## src/rtl/toy_itcm_req_ctrl_pkg.sv

```systemverilog
// Shared widths for the ITCM fetch request/ack path.
package toy_pack;

    localparam int unsigned ADDR_WIDTH              = 32;
    localparam int unsigned FETCH_DATA_WIDTH        = 32;
    localparam int unsigned ICACHE_REQ_OPCODE_WIDTH = 2;
    localparam int unsigned MSHR_ENTRY_INDEX_WIDTH  = 2;
    localparam int unsigned ROB_ENTRY_ID_WIDTH      = 4;

    // Entry id carried alongside every ITCM request and returned with its ack.
    localparam int unsigned ITCM_ID_WIDTH = ICACHE_REQ_OPCODE_WIDTH
                                          + MSHR_ENTRY_INDEX_WIDTH
                                          + ROB_ENTRY_ID_WIDTH;

    // Width of a counter that must hold every value from 0 up to depth inclusive.
    function automatic int unsigned itcm_cnt_width(input int unsigned depth);
        return $clog2(depth) + 1;
    endfunction

endpackage

```

## src/rtl/toy_itcm_req_ctrl_ack_fifo.sv

```systemverilog
// Registered in-order ack buffer with synchronous clear; no write-to-read bypass.
module toy_itcm_ack_fifo
    import toy_pack::*;
#(
    parameter int unsigned DEPTH = 4,
    parameter int unsigned WIDTH = 8
) (
    input  logic                      clk,
    input  logic                      rst,
    input  logic                      clr_i,
    input  logic                      push_i,
    input  logic [WIDTH-1:0]          push_data_i,
    input  logic                      pop_i,
    output logic                      vld_o,
    output logic [WIDTH-1:0]          data_o,
    output logic [$clog2(DEPTH):0]    cnt_o
);

    localparam int unsigned PTR_W = $clog2(DEPTH);
    localparam int unsigned CNT_W = itcm_cnt_width(DEPTH);

    logic [WIDTH-1:0] mem_q [DEPTH];
    logic [PTR_W-1:0] rd_ptr_q, rd_ptr_d;
    logic [PTR_W-1:0] wr_ptr_q, wr_ptr_d;
    logic [CNT_W-1:0] cnt_q, cnt_d;
    logic             do_push;
    logic             do_pop;

    // Next-state pointers and occupancy; clear wins over any push or pop.
    always_comb begin
        do_push  = push_i & (cnt_q != CNT_W'(DEPTH));
        do_pop   = pop_i & (cnt_q != '0);
        rd_ptr_d = rd_ptr_q;
        wr_ptr_d = wr_ptr_q;
        cnt_d    = cnt_q;
        if (clr_i) begin
            rd_ptr_d = '0;
            wr_ptr_d = '0;
            cnt_d    = '0;
        end else begin
            // Pointers are PTR_W wide and DEPTH is a power of two, so they wrap on their own.
            if (do_push) begin
                wr_ptr_d = wr_ptr_q + PTR_W'(1);
            end
            if (do_pop) begin
                rd_ptr_d = rd_ptr_q + PTR_W'(1);
            end
            case ({do_push, do_pop})
                2'b10:   cnt_d = cnt_q + CNT_W'(1);
                2'b01:   cnt_d = cnt_q - CNT_W'(1);
                default: cnt_d = cnt_q;
            endcase
        end
    end

    // Pointer and count registers.
    always_ff @(posedge clk) begin
        if (rst) begin
            rd_ptr_q <= '0;
            wr_ptr_q <= '0;
            cnt_q    <= '0;
        end else begin
            rd_ptr_q <= rd_ptr_d;
            wr_ptr_q <= wr_ptr_d;
            cnt_q    <= cnt_d;
        end
    end

    // Storage is zeroed on reset so the head entry presents zero data afterwards.
    always_ff @(posedge clk) begin
        if (rst) begin
            for (int unsigned i = 0; i < DEPTH; i++) begin
                mem_q[i] <= '0;
            end
        end else if (do_push && !clr_i) begin
            mem_q[wr_ptr_q] <= push_data_i;
        end
    end

    // Head of the buffer is always presented; vld qualifies it.
    always_comb begin
        vld_o  = (cnt_q != '0);
        data_o = mem_q[rd_ptr_q];
        cnt_o  = cnt_q;
    end

endmodule

```

## src/rtl/toy_itcm_req_ctrl.sv

```systemverilog
// Credit-limited ITCM fetch request controller with a buffered, flushable ack path.
module toy_itcm_req_ctrl
    import toy_pack::*;
#(
    parameter int unsigned ACK_DEPTH = 4,
    parameter int unsigned ID_W      = ICACHE_REQ_OPCODE_WIDTH + MSHR_ENTRY_INDEX_WIDTH
                                     + ROB_ENTRY_ID_WIDTH
) (
    input  logic                         clk,
    input  logic                         rst,
    input  logic                         up_req_vld,
    output logic                         up_req_rdy,
    input  logic [ADDR_WIDTH-1:0]        up_req_addr,
    input  logic [ID_W-1:0]              up_req_entry_id,
    output logic                         mem_req_vld,
    input  logic                         mem_req_rdy,
    output logic [ADDR_WIDTH-1:0]        mem_req_addr,
    output logic [ID_W-1:0]              mem_req_entry_id,
    input  logic                         mem_ack_vld,
    output logic                         mem_ack_rdy,
    input  logic [FETCH_DATA_WIDTH-1:0]  mem_ack_data,
    input  logic [ID_W-1:0]              mem_ack_entry_id,
    output logic                         dn_ack_vld,
    input  logic                         dn_ack_rdy,
    output logic [FETCH_DATA_WIDTH-1:0]  dn_ack_data,
    output logic [ID_W-1:0]              dn_ack_entry_id,
    input  logic                         flush,
    output logic [$clog2(ACK_DEPTH):0]   inflight_cnt,
    output logic                         err_unexp_ack
);

    localparam int unsigned CNT_W = itcm_cnt_width(ACK_DEPTH);
    localparam int unsigned SUM_W = CNT_W + 1;
    localparam int unsigned ENT_W = ID_W + FETCH_DATA_WIDTH;

    logic [CNT_W-1:0] inflight_q, inflight_d;
    logic [CNT_W-1:0] drop_q, drop_d;
    logic             err_q, err_d;
    logic [CNT_W-1:0] fifo_cnt;
    logic             fifo_vld;
    logic [ENT_W-1:0] fifo_wdata;
    logic [ENT_W-1:0] fifo_rdata;
    logic             fifo_push;
    logic             credit_ok;
    logic             req_fire;
    logic             ack_fire;
    logic             ack_unexp;
    logic             ack_counted;
    logic             ack_drop;

    // Request side: a slot is reserved for every issued request until its ack leaves the buffer.
    always_comb begin
        credit_ok        = (SUM_W'(inflight_q) + SUM_W'(fifo_cnt)) < SUM_W'(ACK_DEPTH);
        mem_req_vld      = up_req_vld & credit_ok & ~flush;
        up_req_rdy       = mem_req_rdy & credit_ok & ~flush;
        mem_req_addr     = up_req_addr;
        mem_req_entry_id = up_req_entry_id;
        req_fire         = mem_req_vld & mem_req_rdy;
    end

    // Ack classification: unexpected, dropped after a flush, or written to the buffer.
    always_comb begin
        mem_ack_rdy = 1'b1;
        ack_fire    = mem_ack_vld & mem_ack_rdy;
        ack_unexp   = ack_fire & (inflight_q == '0);
        ack_counted = ack_fire & ~ack_unexp;
        ack_drop    = ack_counted & (drop_q != '0);
        fifo_push   = ack_counted & ~ack_drop;
        fifo_wdata  = {mem_ack_entry_id, mem_ack_data};
    end

    // Counter next-state; flush blocks requests, so the reload equals the post-ack inflight count.
    always_comb begin
        case ({req_fire, ack_counted})
            2'b10:   inflight_d = inflight_q + CNT_W'(1);
            2'b01:   inflight_d = inflight_q - CNT_W'(1);
            default: inflight_d = inflight_q;
        endcase
        drop_d = drop_q;
        if (flush) begin
            drop_d = inflight_q - CNT_W'(ack_counted);
        end else if (ack_drop) begin
            drop_d = drop_q - CNT_W'(1);
        end
        err_d = err_q | ack_unexp;
    end

    // Counter and sticky error registers.
    always_ff @(posedge clk) begin
        if (rst) begin
            inflight_q <= '0;
            drop_q     <= '0;
            err_q      <= 1'b0;
        end else begin
            inflight_q <= inflight_d;
            drop_q     <= drop_d;
            err_q      <= err_d;
        end
    end

    toy_itcm_ack_fifo #(
        .DEPTH (ACK_DEPTH),
        .WIDTH (ENT_W)
    ) u_ack_fifo (
        .clk         (clk),
        .rst         (rst),
        .clr_i       (flush),
        .push_i      (fifo_push),
        .push_data_i (fifo_wdata),
        .pop_i       (dn_ack_rdy),
        .vld_o       (fifo_vld),
        .data_o      (fifo_rdata),
        .cnt_o       (fifo_cnt)
    );

    // Downstream ack and status outputs.
    always_comb begin
        dn_ack_vld                     = fifo_vld;
        {dn_ack_entry_id, dn_ack_data} = fifo_rdata;
        inflight_cnt                   = inflight_q;
        err_unexp_ack                  = err_q;
    end

endmodule

```

## config.mk

```make
export PLATFORM = sky130hd
export DESIGN_NAME = toy_itcm_req_ctrl
export DESIGN_NICKNAME = d
export VERILOG_FILES = /design/src/rtl/toy_itcm_req_ctrl_pkg.sv /design/src/rtl/toy_itcm_req_ctrl_ack_fifo.sv /design/src/rtl/toy_itcm_req_ctrl.sv
export SDC_FILE = /design/constraint.sdc
export NUM_CORES = 1
export LEC_CHECK = 0
export ABC_AREA = 1
export CAP_MARGIN = 10
export CORE_MARGIN = 1
export CORE_UTILIZATION = 51
export DETAILED_ROUTE_END_ITERATION = 6
export PLACE_DENSITY_LB_ADDON = 0.05
export SKIP_CTS_REPAIR_TIMING = 1
export SLEW_MARGIN = 20
export SYNTH_ARGS = -nofsm -noshare
export SYNTH_HDL_FRONTEND = slang
export SYNTH_SLANG_ARGS = --single-unit
```

## constraint.sdc

```tcl
create_clock -name clk -period 2.9 [get_ports clk]
set_input_delay 0.58 -clock clk [delete_from_list [all_inputs] [get_ports clk]]
set_output_delay 0.58 -clock clk [all_outputs]
set_load 0.02 [all_outputs]
```

## Word level (Yosys, flattened, before mapping)

Memories as Yosys holds them, arrays and structs flattened. A register that Yosys moved wholly into a read port is not among the register bits.
Index checks and enable logic that the tools add are counted.

| operators by class | value |
|---|---|
| equal/unequal tests | 5 |
| magnitude comparators | 1 |
| reduce and logical (&&, ||, !) cells | 10 |
| bitwise gates (word level) | 15 |
| $add $sub $neg | 9 |
| muxes and demuxes | 14 |

Operator list:

| operator | count |
|---|---|
| $mux W40 | 1 |
| $reduce_or A40 Y1 | 1 |
| $pmux W3 S2 | 2 |
| $and A1 B1 Y1 | 11 |
| $sub A3 B1 Y3 const B | 3 |
| $add A3 B1 Y3 const B | 2 |
| $mux W1 | 6 |
| $mux W2 | 3 |
| $mux W3 | 2 |
| $reduce_bool A2 Y1 | 3 |
| $reduce_bool A3 Y1 | 2 |
| $add A2 B1 Y2 const B | 2 |
| $add A3 B3 Y4 | 1 |
| $eq A2 B1 Y1 const B | 2 |
| $eq A2 B2 Y1 const B | 2 |
| $lt A4 B3 Y1 const B | 1 |
| $logic_not A3 Y1 | 1 |
| $ne A3 B3 Y1 const B | 1 |
| $not A1 Y1 | 3 |
| $sub A3 B1 Y3 | 1 |
| $reduce_or A2 Y1 | 1 |
| $logic_and A1 B1 Y1 | 1 |
| $logic_not A1 Y1 | 1 |
| $or A1 B1 Y1 | 1 |

| storage, ports and cells | value |
|---|---|
| output and inout port bits | 88 |
| memory bits (writable) | 160 |
| memories kept | 1 |
| register bits after elaboration | 14 |
| input bits | 87 |
| word-level logic and storage cells | 61 |

Memories:

| name | depth | bits a word | read ports | clocked after memory_dff | write ports | line | RTL |
|---|---|---|---|---|---|---|---|
| u_ack_fifo.mem_q | 4 | 40 | 1 | 1 | 4 | toy_itcm_req_ctrl_ack_fifo.sv:22 | `logic [WIDTH-1:0] mem_q [DEPTH];` |

## Longest topological paths before layout

Gate-level depths: netlist (run 1).

| logic depth | value |
|---|---|
| depth in word-level cells | 14 |
| gate-level depth with buffers | 13 |
| depth with buffers taken out | 13 |

## Hierarchy

Synthesis (run 1) repeated with hierarchy kept, for this count alone.

| unflattened totals | value |
|---|---|
| cell total of the unflattened synthesis | 806 |
| area total of the unflattened synthesis | 8291.7 µm² |

Modules (own cells, without submodules):

| module | area an instance (µm²) | seq. area each (µm²) | instances | cells an instance |
|---|---|---|---|---|
| toy_itcm_ack_fifo | 7445.9 | 4984.8 | 1 | 683 |
| toy_itcm_req_ctrl | 845.8 | 140.1 | 1 | 123 |

## Worst setup path after synthesis (run 1)

Ideal clock, no wire load.

| timing path | value |
|---|---|
| path kind | reg2reg |
| start | register inflight_q[2], in the netlist inflight_cnt[2] |
| end | register inflight_q[2], in the netlist inflight_cnt[2] |
| required time | 2.781 ns |
| cell stages (with the launch flop) | 14 |
| setup time | 0.119 ns |
| arrival time | 2.476 ns |
| period minus slack after synthesis | 2.595 ns |
| path buffers | 0 |
| slack | 0.305 ns |
| path through | dfxtp_1 -> ha_1 -> nor3_1 -> nand2_1 -> nor3b_1 -> nand2_1 -> ha_1 -> inv_1 -> fa_1 -> inv_1 -> nand2_1 -> nand3_1 -> o21ai_0 -> a21oi_1 |

| on the way | value |
|---|---|
| word-level cells in the longest chain between the ends | 7 |
| elaborated cells between the ends (all ways) | 15 |
| those cells by class | 3 x add/sub; 1 x order compare; 2 x eq/ne; 1 x mux; 6 x bitwise; 2 x reduce/logical |

RTL lines:

| element | line | RTL |
|---|---|---|
| start, declared | toy_itcm_req_ctrl.sv:36 | `logic [CNT_W-1:0] inflight_q, inflight_d;` |
| start signal, assigned | toy_itcm_req_ctrl.sv:95 | `inflight_q <= inflight_d;` |
| $add A3 B3 Y4 * | toy_itcm_req_ctrl.sv:53 | `credit_ok = (SUM_W'(inflight_q) + SUM_W'(fifo_cnt)) < SUM_W'(ACK_DEPTH);` |
| $lt A4 B3 Y1 * | toy_itcm_req_ctrl.sv:53 |  |
| $and A1 B1 Y1 * (2 in a row) | toy_itcm_req_ctrl.sv:54 | `mem_req_vld = up_req_vld & credit_ok & ~flush;` |
| via mem_req_vld | toy_itcm_req_ctrl.sv:15 | `output logic mem_req_vld,` |
| $and A1 B1 Y1 * | toy_itcm_req_ctrl.sv:58 | `req_fire = mem_req_vld & mem_req_rdy;` |
| $eq A2 B1 Y1 or $eq A2 B2 Y1 (tied branches) | toy_itcm_req_ctrl.sv:74 | `case ({req_fire, ack_counted})` |
| $pmux W3 S2 or $reduce_bool A2 Y1 (tied branches) | n/a |  |

Mark *: on every way through the listed nets, which the timed path passes. The rest lies on a longest branch.
A chain may end at the register's enable or synchronous reset.

==> results.sh, run 1 <==
export IMPL_setup_tns_ps=0
export IMPL_vias=5666
export IMPL_die_y_um=127.8
export IMPL_cts_root_buf="clkbuf_16"
export IMPL_antenna_found_initial=1
export IMPL_fin_nets=935
export IMPL_via_per_inst=5.335
export IMPL_maxCapViolations=0
export IMPL_synth_seq_cells=176
export IMPL_power_frac_seq=0.472
export IMPL_io_pin_count=175
export IMPL_gp_congestion=0.8031
export IMPL_synthArstFlopShare=0
export IMPL_flow_area_growth_from_synthesis_pct=20.04
export IMPL_avgSynthCellArea_um2=10.25
export IMPL_die_area_mm2=0.01633
export IMPL_grt_overflow=0
export IMPL_cpLargestDelayFamily="buffers and inverters"
export IMPL_worst_path_max_fanout=32
export IMPL_grt_pass1_wl_um=28560
export IMPL_initial_core_util=0.5268
export IMPL_synth_distinct_cells=26
export IMPL_path_clk_slew_ps=60
export IMPL_timing_hold_violations_final=0
export IMPL_synthCells=787
export IMPL_p_leak_nw=3.895
export IMPL_power_density_mw_per_mm2=656.7
export IMPL_max_vdd_ir_drop_mv=0.3801
export IMPL_syn_area_mm2=0.008068
export IMPL_clock_fmax_ghz=0.3557
export IMPL_critPathBufInv=3
export IMPL_cts_buffer_depth=2
export IMPL_dr_pass1_iters=5
export IMPL_skew_ps=7.564
export IMPL_worst_setup_path_end_kind="primary output"
export IMPL_maxSlewHeadroom=0.6215
export IMPL_period_minus_slack_ps=2811
export IMPL_synth_edf_count=160
export IMPL_drt_total_wl_um=18380
export IMPL_cp_arrival_ps=2230
export IMPL_min_delay_start="err_unexp_ack"
export IMPL_drive_above_1_share=0.07638
export IMPL_track_usage=0.2333
export IMPL_diodes=0
export IMPL_core_mm2=0.01531
export IMPL_fillers=1251
export IMPL_p_switching_w=0.001583
export IMPL_hold_worst_slack_ps=461.7
export IMPL_drcViolationCount=0
export IMPL_final_util=0.6324
export IMPL_finalMaxSlewViolations=0
export IMPL_cts_tree="built"
export IMPL_die_w_um=127.8
export IMPL_cts_num_sinks=176
export IMPL_status="complete, no violations"
export IMPL_yosys_warnings=0
export IMPL_p_int_w=0.004777
export IMPL_slowest_delay_ps=590
export IMPL_rsz0062_at_grt="no"
export IMPL_placed_cells=1030
export IMPL_switching_share=0.2489
export IMPL_grt_pass1_vias=5713
export IMPL_clock_power_share=0.370
export IMPL_seq_area_frac_synth=0.6352
export IMPL_final_common_cell="nor2_1"
export IMPL_io_buffers=93
export IMPL_core_rowCount=45
export IMPL_worstSkewPairLatency_ps=420
export IMPL_dp_hpwl_um=10960
export IMPL_period_share=0.9694
export IMPL_h_tree_depth=4
export IMPL_path_cells="clkinv_2, buf_12, o21ai_0, o22ai_1, clkdlybuf4s50_1"
export IMPL_worstHoldPathType="register to register"
export IMPL_ant_nets=0
export IMPL_final_cell_mix="nor2_1, edfxtp_1, clkdlybuf4s50_1, o21ai_0, inv_1"
export IMPL_r2r_start="inflight_cnt[2]"
export IMPL_worst_path_max_delay_cell="clkdlybuf4s50_1"
export IMPL_routedWlPerCell_um=17.31
export IMPL_power_frac_comb=0.158
export IMPL_worst_pin_slew_ps=567.7
export IMPL_start_kind="register"
export IMPL_cts_made_buffers=17
export IMPL_synth_fp_nets=884
export IMPL_synth_ff_type="edfxtp_1"
export IMPL_critical_path_class="register to primary output"
export IMPL_final_cells=1062
export IMPL_setup_viol=0
export IMPL_cp_required_ps=2320
export IMPL_grt_max_degree=81
export IMPL_dr_first_iter_drc_count=456
==> metrics by stage <==
| stage | total power (W) | area, um^2 | setup slack [ps] |
|---|---|---|---|
| 2_1_floorplan | 0.003713 | 8068 | 304.6 |
| 3_3_place_gp | 0.004041 | 9054 | 271.0 |
| 3_5_place_dp | 0.004067 | 9054 | 215.4 |
| 4_1_cts | 0.006396 | 9681 | 19.11 |
| 5_1_grt | 0.006590 | 9684 | 17.14 |
| 6_report | 0.006359 | 9684 | 88.81 |
==> worst paths after layout <==
kind / endpoint / slack [ps] / cells after the start
setup / recovery: dn_ack_entry_id[5] / 90 / 5
hold / removal: err_unexp_ack / 460 / 2
setup reg to reg: inflight_cnt[2] / 630 / 13
hold reg to reg: err_unexp_ack / 460 / 2
==> synth_stat cells (all sizes together) (2+ instances only) <==
master  count  area [um^2]
buf        59        434.2
nor2      245        938.4
o22ai      40        250.2
nand4       2        42.54
edfxtp    160         4805
o21ai      91        455.4
inv        67        251.5
ha          8        100.1
clkinv      2        7.510
a21oi      11        55.05
dfxtp      16        320.3
nor3       12        60.06
nand2      31        121.4
fa          2        40.04
clkbuf     25        93.84
nand3      11        55.05
==> state kept, by name, indices dropped and copies added (netlist names), named ones only <==
name	count
u_ack_fifo.mem_q	160
drop_q	3
inflight_cnt	3
u_ack_fifo.cnt_o	3
u_ack_fifo.rd_ptr_q	2
u_ack_fifo.wr_ptr_q	2
err_unexp_ack	1
==> area by class of cell <==
| class | count | area (um^2) | share of cell area |
|---|---|---|---|
| multi-input cells | 458 | 2163 | 0.2234 |
| inverters | 69 | 260.3 | 0.02687 |
| repair buffers | 116 | 1244 | 0.1284 |
| clock inverters | 6 | 63.81 | 0.006589 |
| flip-flops and latches | 176 | 5126 | 0.5293 |
| clock buffers | 26 | 563.0 | 0.05814 |
| well taps | 211 | 264.0 | 0.02726 |
==> worst reg2reg max path: stages, from the launching register on <==
cell and delay, ps:
dfxtp_1 400, ha_1 250, nor3_1 170, nand2_1 90, nor3b_1 240, nand2_1 100, ha_1 200, inv_1 80
fa_1 190, inv_1 40, nand2_1 50, nand3_1 90, o21ai_0 180, a21oi_1 60
==> power groups by stage <==
stage,clock network [W],logic (W),registers (W)
3_5_place_dp,0,0.00101,0.00305
6_report,0.00235,0.00101,0.00300
5_1_grt,0.00247,0.00111,0.00302
3_3_place_gp,0,0.000990,0.00305
4_1_cts,0.00238,0.00102,0.00300
2_1_floorplan,0,0.000648,0.00306
==> cell families after synthesis <==
logic type	after synthesis	share of synthesized area
other	1	0.0004648
flip-flops	176	0.6352
adder cells (fa/ha/maj)	10	0.01737
buffers and inverters	153	0.09755
AND/OR/NAND/NOR	302	0.1518
AO/OA/AOI/OAI	143	0.09522
XOR/XNOR	1	0.001086
multiplexers	1	0.001241
==> routing by layer <==
layer / part of all wire / GRT usage / vias up
li1: - / - / 2707
met1: 0.42 / 0.2804 / 2754
met2: 0.50 / 0.4098 / 141
met3: 0.052 / 0.04007 / 64
met4: 0.028 / 0.1080 / 0
met5: 0 / 0 / -
Power figures use the tool's default switching activity.
==> run 2, diff against run 1 <==
--- a/config.mk
+++ b/config.mk
@@ -9,10 +9,11 @@
 export CAP_MARGIN = 10
 export CORE_MARGIN = 1
 export CORE_UTILIZATION = 51
+export CTS_CLUSTER_SIZE = 14
 export DETAILED_ROUTE_END_ITERATION = 6
 export PLACE_DENSITY_LB_ADDON = 0.05
 export SKIP_CTS_REPAIR_TIMING = 1
-export SLEW_MARGIN = 20
 export SYNTH_ARGS = -nofsm -noshare
 export SYNTH_HDL_FRONTEND = slang
 export SYNTH_SLANG_ARGS = --single-unit
+export TNS_END_PERCENT = 5
==> results of run 2 <==
Same layout as run 1: the final DEF is identical, and so are final timing and power.
==> run 3, diff against run 2 <==
--- a/config.mk
+++ b/config.mk
@@ -12,7 +12,9 @@
 export CTS_CLUSTER_SIZE = 14
 export DETAILED_ROUTE_END_ITERATION = 6
 export PLACE_DENSITY_LB_ADDON = 0.05
+export SETUP_SLACK_MARGIN = 0.1
 export SKIP_CTS_REPAIR_TIMING = 1
+export SLEW_MARGIN = 30
 export SYNTH_ARGS = -nofsm -noshare
 export SYNTH_HDL_FRONTEND = slang
 export SYNTH_SLANG_ARGS = --single-unit
==> results.sh, run 3 (same netlist as run 1, synthesis figures left out) <==
export IMPL_status="complete, no violations"
export IMPL_dp_hpwl_um=10960
export IMPL_period_minus_slack_ps=2798
export IMPL_core_mm2=0.01531
export IMPL_dr_pass1_iters=5
export IMPL_wl_met1_um=7596
export IMPL_worstHoldPathType="register to register"
export IMPL_period_share=0.9647
export IMPL_cp_required_ps=2320
export IMPL_io_buffers=93
export IMPL_drive_above_1_share=0.07638
export IMPL_finalMaxSlewViolations=0
export IMPL_worst_pin_slew_ps=574.4
export IMPL_start_kind="register"
export IMPL_path_clk_slew_ps=60
export IMPL_grt_overflow=0
export IMPL_timing_hold_violations_final=0
export IMPL_critical_path_class="register to primary output"
export IMPL_fin_nets=935
export IMPL_grt_pass1_vias=5713
export IMPL_die_y_um=127.8
export IMPL_antenna_found_initial=1
export IMPL_route_met3_wl_um=1007
export IMPL_setup_tns_ps=0
export IMPL_track_usage=0.2333
export IMPL_clock_fmax_ghz=0.3574
export IMPL_final_common_cell="nor2_1"
export IMPL_die_w_um=127.8
export IMPL_rrSetupSlack_ps=630
export IMPL_worst_path_max_fanout=32
export IMPL_ant_nets=0
export IMPL_cp_arrival_ps=2220
export IMPL_max_vdd_ir_drop_mv=0.4059
export IMPL_regMostFlops="u_ack_fifo.mem_q"
export IMPL_io_pin_count=175
export IMPL_cts_root_buf="clkbuf_16"
export IMPL_routed_top_layer="met4"
export IMPL_gp_congestion=0.8031
export IMPL_drcViolationCount=0
export IMPL_via_per_inst=5.331
export IMPL_setup_viol=0
export IMPL_grt_pass1_wl_um=28560
export IMPL_cts_made_buffers=17
export IMPL_initial_core_util=0.5268
export IMPL_met2WireLength_um=9315
export IMPL_p_leak_nw=3.911
export IMPL_rsz0062_at_grt="yes"
export IMPL_skew_ps=7.348
export IMPL_maxCapViolations=0
export IMPL_placed_cells=1030
export IMPL_drt_total_wl_um=18440
export IMPL_routedWlPerCell_um=17.36
export IMPL_power_density_mw_per_mm2=656.3
export IMPL_h_tree_depth=4
export IMPL_cts_buffer_depth=2
export IMPL_largest_register_ffs=160
export IMPL_cts_num_sinks=176
export IMPL_die_area_mm2=0.01633
export IMPL_final_cells=1062
export IMPL_dr_first_iter_drc_count=432
export IMPL_maxSlewHeadroom=0.6171
export IMPL_vias=5662
export IMPL_flow_area_growth_from_synthesis_pct=20.11
export IMPL_final_cell_mix="nor2_1, edfxtp_1, o21ai_0, clkdlybuf4s50_1, inv_1"
export IMPL_grt_max_degree=81
export IMPL_core_rowCount=45
export IMPL_cts_tree="built"
export IMPL_worst_setup_path_end_kind="primary output"
export IMPL_diodes=0
export IMPL_worstSkewPairLatency_ps=420
-- run 3: final timing paths --
kind | start | end | cells past startpoint
max | register | dn_ack_entry_id[5] | 5
min | err_unexp_ack | err_unexp_ack | 2
max reg2reg | inflight_cnt[2] | inflight_cnt[2] | 13
min reg2reg | err_unexp_ack | err_unexp_ack | 2
-- run 3: critical path, stage by stage, from the launching register on --
cell and delay, ps:
dfxtp_2 360, clkinv_2 260, buf_12 270, o21ai_0 190, o22ai_1 120, clkdlybuf4s50_1 590
-- run 3: through the flow --
stage	total power (W)	setup WS, ps	util	hold WS, ps	area (um^2)
floorplan	0.003713	304.6	-	443.5	8068
global placement	0.004041	271.0	0.5912	444.4	9054
detailed placement	0.004067	215.4	0.5912	443.6	9054
CTS	0.006396	19.11	0.6321	457.5	9681
global route	0.006590	17.14	0.6328	479.9	9691
finish	0.006359	102.4	0.6328	461.7	9691
-- run 3: area by class of cell --
| cell class | instances | area (um^2) |
|---|---|---|
| sequential | 176 | 5126 |
| multi-input combinational | 458 | 2163 |
| timing repair buffer | 116 | 1250 |
| fill | 1251 | 5624 |
| inverter | 69 | 260.3 |
| clock inverter | 6 | 63.81 |
| tap | 211 | 264.0 |
| clock buffer | 26 | 563.0 |
-- run 3: power by group --
part	leakage [nW]	total (W)	switching (W)	internal, W
Sequential	1.78	0.00300	0.0000651	0.00294
Combinational	1.82	0.00101	0.000599	0.000408
Clock	0.304	0.00235	0.000919	0.00143
-- run 3: routing by layer --
layer,vias to the layer above,GRT usage
met2,163,0.4098
li1,2709,-
met5,-,0
met4,0,0.1080
met3,64,0.04007
met1,2726,0.2804
